$ cat config.mk
export PLATFORM = sky130hd
export DESIGN_NAME = reg_writeback
export DESIGN_NICKNAME = d
export VERILOG_FILES = /design/src/rtl/cpu_pkg.sv /design/src/rtl/wb_fifo.sv /design/src/rtl/reg_writeback.sv
export SDC_FILE = /design/constraint.sdc
export NUM_CORES = 1
export LEC_CHECK = 0
export BUFFER_PORTS_ARGS = -buffer_cell sky130_fd_sc_hd__clkbuf_2
export CAP_MARGIN = 30
export CORE_UTILIZATION = 51
export DETAILED_ROUTE_END_ITERATION = 10
export PLACE_DENSITY = 0.88
export SLEW_MARGIN = 20
export SYNTH_ARGS = -nofsm -noshare
export SYNTH_HDL_FRONTEND = slang
export SYNTH_SLANG_ARGS = --single-unit
$ cat constraint.sdc
create_clock -name clk -period 4.5 [get_ports clk]
set_input_delay 0.45 -clock clk [delete_from_list [all_inputs] [get_ports clk]]
set_output_delay 0.45 -clock clk [all_outputs]
set_load 0.005 [all_outputs]
$ cat src/rtl/cpu_pkg.sv
// -----------------------------------------------------------------------------
// cpu_pkg
// Shared definitions for the writeback stage.
//   defaultRegSize / defaultDataSize / defaultDepth : default widths and depth.
//   wbEntryT  : one buffered register-file write at the default widths.
//               Fields are dst, data, r15Data and the wr / wrR15 flags.
//   ptrWidth(): pointer width for a ring of n entries. It never returns less
//               than 1, so a single-entry buffer still has a legal pointer.
// -----------------------------------------------------------------------------
package cpu_pkg;

    localparam int defaultRegSize  = 4;
    localparam int defaultDataSize = 16;
    localparam int defaultDepth    = 2;

    typedef struct packed {
        logic [defaultRegSize-1:0]  dst;
        logic [defaultDataSize-1:0] data;
        logic [defaultDataSize-1:0] r15Data;
        logic                       wr;
        logic                       wrR15;
    } wbEntryT;

    function automatic int ptrWidth(input int n);
        return (n > 1) ? $clog2(n) : 1;
    endfunction

endpackage

$ cat src/rtl/wb_fifo.sv
// -----------------------------------------------------------------------------
// wb_fifo
// Ring buffer of writeback entries. The buffer also exposes every slot in age
// order, so the forwarding logic can search the entries without knowing the
// pointer positions.
//   clk, rst            : clock and asynchronous active-high reset.
//   push, pushEntry     : write pushEntry at the tail. The caller only pushes
//                         when the buffer is not full.
//   pop                 : drop the head entry. The caller only pops when the
//                         buffer is not empty.
//   full, empty         : occupancy flags.
//   orderedEntry[k]     : entry k in age order. Index 0 is the head (oldest).
//   orderedValid[k]     : orderedEntry[k] holds a live entry.
// -----------------------------------------------------------------------------
module wb_fifo
    import cpu_pkg::*;
#(
    parameter int  depth  = defaultDepth,
    parameter type entryT = wbEntryT
) (
    input  logic             clk,
    input  logic             rst,
    input  logic             push,
    input  entryT            pushEntry,
    input  logic             pop,
    output logic             full,
    output logic             empty,
    output entryT            orderedEntry [depth],
    output logic [depth-1:0] orderedValid
);

    localparam int ptrW = ptrWidth(depth);
    localparam int cntW = $clog2(depth + 1);

    entryT            mem [depth];
    logic [ptrW-1:0]  wrPtr;
    logic [ptrW-1:0]  rdPtr;
    logic [cntW-1:0]  count;

    function automatic logic [ptrW-1:0] nextPtr(input logic [ptrW-1:0] p);
        return (p == ptrW'(depth - 1)) ? '0 : p + 1'b1;
    endfunction

    // NOTE: use non-blocking (<=) for every clocked register. Then all flops
    // sample the values from before the edge, whatever order the
    // statements are written in.
    always_ff @(posedge clk or posedge rst) begin
        if (rst) begin
            wrPtr <= '0;
            rdPtr <= '0;
            count <= '0;
        end else begin
            if (push) wrPtr <= nextPtr(wrPtr);
            if (pop)  rdPtr <= nextPtr(rdPtr);
            if (push && !pop)      count <= count + 1'b1;
            else if (pop && !push) count <= count - 1'b1;
        end
    end

    // NOTE: the storage array has no reset. A slot is only meaningful while
    // count covers it, so clearing the pointers and the count is enough. This
    // also keeps the array mappable to plain RAM or flops without a reset tree.
    always_ff @(posedge clk) begin
        if (push) mem[wrPtr] <= pushEntry;
    end

    assign full  = (count == cntW'(depth));
    assign empty = (count == '0);

    // Age-ordered view. Slot k sits k places after the head and wraps modulo
    // depth.
    // NOTE: every combinational output gets a default at the top of the
    // block. That way no path leaves it unassigned and infers a latch.
    always_comb begin
        orderedValid = '0;
        for (int k = 0; k < depth; k++) begin
            logic [ptrW:0] idx;
            idx = {1'b0, rdPtr} + (ptrW + 1)'(k);
            if (idx >= (ptrW + 1)'(depth)) idx = idx - (ptrW + 1)'(depth);
            orderedEntry[k] = mem[idx[ptrW-1:0]];
            orderedValid[k] = (k < int'(count));
        end
    end

endmodule

$ cat src/rtl/reg_writeback.sv
// -----------------------------------------------------------------------------
// reg_writeback
// A small write buffer between the execute results and the register file. It
// also provides bypass lookups for the decode stage.
//   clk, rst              : clock and asynchronous active-high reset.
//   inValid / inReady     : upstream handshake. inReady depends only on
//                           occupancy, and is low during reset.
//   inDst, inData, inWr   : destination register write.
//   inR15Data, inWrR15    : auxiliary write to register 0.
//   wbHold                : stall the drain into the register file.
//   wr, wrR15, regDst,
//   regDstData, regR15Data: registered register-file write port. The strobes
//                           are high for one cycle per drained entry.
//   regR1, regR2          : decode read addresses.
//   fwdRnHit / fwdRnData  : bypass result. The newest buffered entry wins and
//                           the output register comes last. Zero on a miss.
// -----------------------------------------------------------------------------
module reg_writeback
    import cpu_pkg::*;
#(
    parameter int regSize  = defaultRegSize,
    parameter int dataSize = defaultDataSize,
    parameter int depth    = defaultDepth
) (
    input  logic                clk,
    input  logic                rst,
    input  logic                inValid,
    output logic                inReady,
    input  logic [regSize-1:0]  inDst,
    input  logic [dataSize-1:0] inData,
    input  logic                inWr,
    input  logic [dataSize-1:0] inR15Data,
    input  logic                inWrR15,
    input  logic                wbHold,
    output logic                wr,
    output logic                wrR15,
    output logic [regSize-1:0]  regDst,
    output logic [dataSize-1:0] regDstData,
    output logic [dataSize-1:0] regR15Data,
    input  logic [regSize-1:0]  regR1,
    input  logic [regSize-1:0]  regR2,
    output logic                fwdR1Hit,
    output logic                fwdR2Hit,
    output logic [dataSize-1:0] fwdR1Data,
    output logic [dataSize-1:0] fwdR2Data
);

    // Same layout as cpu_pkg::wbEntryT, sized by this instance's parameters.
    typedef struct packed {
        logic [regSize-1:0]  dst;
        logic [dataSize-1:0] data;
        logic [dataSize-1:0] r15Data;
        logic                wr;
        logic                wrR15;
    } entryT;

    entryT            pushEntry;
    entryT            orderedEntry [depth];
    logic [depth-1:0] orderedValid;
    logic             full;
    logic             empty;
    logic             fifoPush;
    logic             fifoPop;

    assign inReady = ~rst & ~full;

    // An entry with neither write flag set is accepted but never stored.
    assign fifoPush = inValid & inReady & (inWr | inWrR15);
    assign fifoPop  = ~empty & ~wbHold;

    // When both writes target register 0, the destination write wins. The
    // auxiliary flag is cleared at entry time, so the drain and the bypass
    // logic never see the conflict.
    always_comb begin
        pushEntry.dst     = inDst;
        pushEntry.data    = inData;
        pushEntry.r15Data = inR15Data;
        pushEntry.wr      = inWr;
        pushEntry.wrR15   = inWrR15 & ~(inWr & (inDst == '0));
    end

    wb_fifo #(
        .depth  (depth),
        .entryT (entryT)
    ) u_fifo (
        .clk          (clk),
        .rst          (rst),
        .push         (fifoPush),
        .pushEntry    (pushEntry),
        .pop          (fifoPop),
        .full         (full),
        .empty        (empty),
        .orderedEntry (orderedEntry),
        .orderedValid (orderedValid)
    );

    // Register-file write port. The strobes drop on any cycle with no drain.
    // Address and data hold their last values.
    always_ff @(posedge clk or posedge rst) begin
        if (rst) begin
            wr         <= 1'b0;
            wrR15      <= 1'b0;
            regDst     <= '0;
            regDstData <= '0;
            regR15Data <= '0;
        end else if (fifoPop) begin
            wr         <= orderedEntry[0].wr;
            wrR15      <= orderedEntry[0].wrR15;
            regDst     <= orderedEntry[0].dst;
            regDstData <= orderedEntry[0].data;
            regR15Data <= orderedEntry[0].r15Data;
        end else begin
            wr    <= 1'b0;
            wrR15 <= 1'b0;
        end
    end

    // Bypass search, one copy per read port. Candidates are visited oldest
    // first: output register, then head to tail. A later match overwrites an
    // earlier one, so the newest match wins. Within one entry, a destination
    // match beats the register-0 auxiliary match.
    for (genvar p = 0; p < 2; p++) begin : gFwd
        logic [regSize-1:0]  addr;
        logic                hit;
        logic [dataSize-1:0] data;

        assign addr = (p == 0) ? regR1 : regR2;

        always_comb begin
            hit  = 1'b0;
            data = '0;
            if (wr && regDst == addr) begin
                hit  = 1'b1;
                data = regDstData;
            end else if (wrR15 && addr == '0) begin
                hit  = 1'b1;
                data = regR15Data;
            end
            for (int k = 0; k < depth; k++) begin
                if (orderedValid[k]) begin
                    if (orderedEntry[k].wr && orderedEntry[k].dst == addr) begin
                        hit  = 1'b1;
                        data = orderedEntry[k].data;
                    end else if (orderedEntry[k].wrR15 && addr == '0) begin
                        hit  = 1'b1;
                        data = orderedEntry[k].r15Data;
                    end
                end
            end
        end
    end

    assign fwdR1Hit  = gFwd[0].hit;
    assign fwdR1Data = gFwd[0].data;
    assign fwdR2Hit  = gFwd[1].hit;
    assign fwdR2Data = gFwd[1].data;

endmodule
==> implementation parameters <==
Parameter                              Value

Floorplanning
  Floorplan die area ... 14300 um2
  Core area ... 13400 um2
  Initial Util ... 52.7%
  Die W ... 120 um
  Number of top-level design ports ... 123
  Site Rows ... 42
  Die height ... 120 um

Setup path
  Highest fanout seen on the critical path ... 33
  Capturing element type of the critical path ... output pin
  Startpoint types ... flop
  Data required time at the worst endpoint ... 4.05 ns
  Crit Path Class ... flop to output pin
  Arrival time worst endpoint ... 3.22 ns

Routing
  Initial DRC count ... 929
  Post-detailed-routing wire length ... 21300 um
  Detailed-route via count ... 6336
  Number of nets still failing antenna checks after routing ... 0
  WL met2 ... 9180 um
  DR DRC count ... 0
  Routed metal-1 wire length ... 8730 um
  WL per Instance ... 21.6 um
  Via-to-Cell Ratio ... 6.43
  WL met3 ... 2470 um
  Pre-antenna DRT Iters ... 6
  Highest Signal Layer ... met4

STA
  Worst path setup slack after routing ... 0.831 ns
  Worst-Margin Slew ... 1.01 ns
  Normalized max-slew margin ... 32.8%
  Share of the cycle needed by the critical path after routing ... 81.5%
  Sum Neg Setup Slack ... 0 ns
  Final hold violation count ... 0
  Post-route worst hold slack ... 0.205 ns
  FMAX ... 0.273 GHz
  RSZ-0062 raised after global routing ... no
  Time the worst path needs with I/O delays and setup ... 3.67 ns
  Number of max-slew violations in the final report ... 0
  Setup Skew ... 0.00830 ns
  Endpoints failing setup ... 0

Clock network
  Inserted Clock Buffers ... 17
  Number of buffers inserted to repair setup after CTS ... 0
  Buffer cell driving the clock tree root ... clkbuf_16
  Post_cts resized ... 0
  Clock slew seen by the registers of the worst setup and hold paths ... 0.06 ns
  Total number of H-tree levels ... 4
  Number of sinks driven by the clock tree ... 118
  Clock tree from TritonCTS ... yes
  Clock latency on the worst-skew pair ... 0.43 ns
  Number of buffers inserted for hold repair after clock tree synthesis ... 0
  Number of buffers between clock root and the deepest sink ... 2

Logic synthesis
  Largest cells by area after synthesis ... edfxtp_1 32%, dfrtp_1 15%, mux2_2 4.8%, mux2i_1 4.1%, nand2_1 4.1%
  Cell type with the highest aggregate area in the netlist ... edfxtp_1
  Number of enable-type register cells in the synthesized netlist ... 76
  Post-synthesis net count ... 752
  Commonest cells post-synth ... 77 x nand2_1, 76 x edfxtp_1, 55 x a21oi_1, 51 x nand3_1, 42 x dfrtp_1
  Top cell type's share of synthesized area ... 32.3%
  Number of instances in the synthesized netlist ... 698
  Async SR Flop Fraction ... 35.6%
  Synthesis-stage register bit count ... 118
  Yosys warnings ... 0
  Sequential fraction of the synthesis area ... 47.2%
  Synth unique cells ... 45
  Library cell with the highest instance count after synthesis ... nand2_1
  Average footprint of a synthesized cell ... 10.1 um2
  Cell area after technology mapping ... 7060 um2
  Dominant register cell in the synthesized netlist ... edfxtp_1

GRT
  Congestion Overflow GR ... 0
  Via count of the first global-routing pass ... 5842
  Number of antenna violations at the first check in global routing ... 0
  Global-route wire length before repair ... 32700 um
  Maximum number of pins on one net before global-route repair ... 101
  Overall fraction of global-route tracks in use ... 30.3%

Power and ir drop
  Peak supply drop ... 0.294 mV
  Pwr/cell area ... 602 nW/um2
  Leakage power summed over all cells ... 0.00334 uW

Placement
  Post-DP Area ... 7760 um2
  Placed wire-length estimate after detailed placement ... 14100 um
  Post-placement worst setup slack ... 1.29 ns
  # placed instances ... 953
  Gp weighted congestion ... 0.926
  Number of I/O port buffers ... 122

Flow run
  Max Cap Viol ... 0

Final layout
  Fraction of layout cells with a size suffix above 1 ... 27.7%
  Diodes inserted ... 0
  Filler-free cell count of the finished design ... 986
  Final net count ... 851
  Synth-to-layout area growth ... 19.6%
  Final std cell area, no fill ... 8450 um2

Outcome
  Status ... completed

Hold path
  Hold Path Class ... input pin to flop
area by class of cell:
| cell class | count | area [um2] |
|---|---|---|
| timing repair buffer | 136 | 736 |
| multi-input combinational | 519 | 3480 |
| fill | 1013 | 4950 |
| sequential | 118 | 3340 |
| inverter | 5 | 18.8 |
| tap | 176 | 220 |
| clock buffer | 18 | 439 |
| clock inverter | 14 | 221 |
report_power, final:
part	total (uW)	switching [uW]	internal (uW)
Sequential	1720	292	1430
Clock	1510	513	1000
Combinational	1850	1070	784
Total	5090	1870	3210
path summary, 6_finish.rpt:
| kind | slack [ns] | startpoint | to | cells after the start |
|---|---|---|---|---|
| min in group asynchronous | 0.24 | rst | u_fifo.wrPtr | 3 |
| min reg2reg | 0.53 | u_fifo.count[0] | u_fifo.count[0] | 1 |
| max reg2reg | 1.62 | u_fifo.count[0] | u_fifo.count[1] | 7 |
| min | 0.20 | inR15Data[0] | u_fifo.mem[1][2] | 1 |
| max in group asynchronous | 3.82 | rst | u_fifo.rdPtr | 3 |
| max | 0.83 | u_fifo.rdPtr | fwdR2Data[12] | 8 |
sequential cells by signal, indices dropped and copies added (netlist names):
register,flops
regDst,4
regDstData,16
regR15Data,16
u_fifo.count,2
u_fifo.mem,76
u_fifo.rdPtr,1
u_fifo.wrPtr,1
wr,1
wrR15,1
per-layer routing:
| metal | track usage (%) | up-vias |
|---|---|---|
| met3 | 8.56 | 84 |
| met1 | 42.4 | 2950 |
| met4 | 15.0 | 0 |
| met5 | 0 | - |
| li1 | - | 2809 |
| met2 | 43.0 | 493 |
logic make-up (layout without fill, tap and decap cells):
logic type | Yosys count | in the layout | synth area share (%)
adder cells (fa/ha/maj) | 4 | 4 | 0.708
AO/OA/AOI/OAI | 193 | 193 | 18.2
flip-flops | 118 | 118 | 47.2
multiplexers | 64 | 64 | 9.79
XOR/XNOR | 30 | 30 | 3.72
buffers and inverters | 61 | 173 | 3.77
AND/OR/NAND/NOR | 228 | 228 | 16.6
metrics by stage:
stage	total power [uW]	util, %
finish	5090	63.1
global route	5300	63.1
CTS	5030	62.9
detailed placement	3500	57.9
global placement	3430	57.9
floorplan	2880	-
critical path, cell delays in order (launching register included):
cell      delay [ns]
dfrtp_4         0.55
mux2i_1         0.37
xor2_1          0.12
nand4_1         0.13
buf_4           0.34
a21o_1          0.54
o21ai_0         0.28
a32oi_1         0.30
clkbuf_2        0.15
cells in the final DEF (no fill, tap or decap), types with 29 or more instances in the layout:
cell type and instances:
nand2_1 77, clkbuf_2 122, mux2_2 30, mux2i_1 29, nand2b_1 30, o21ai_0 33, edfxtp_1 76, a21oi_1 55
dfrtp_1 41, nand3_1 51
Power figures use the tool's default switching activity.
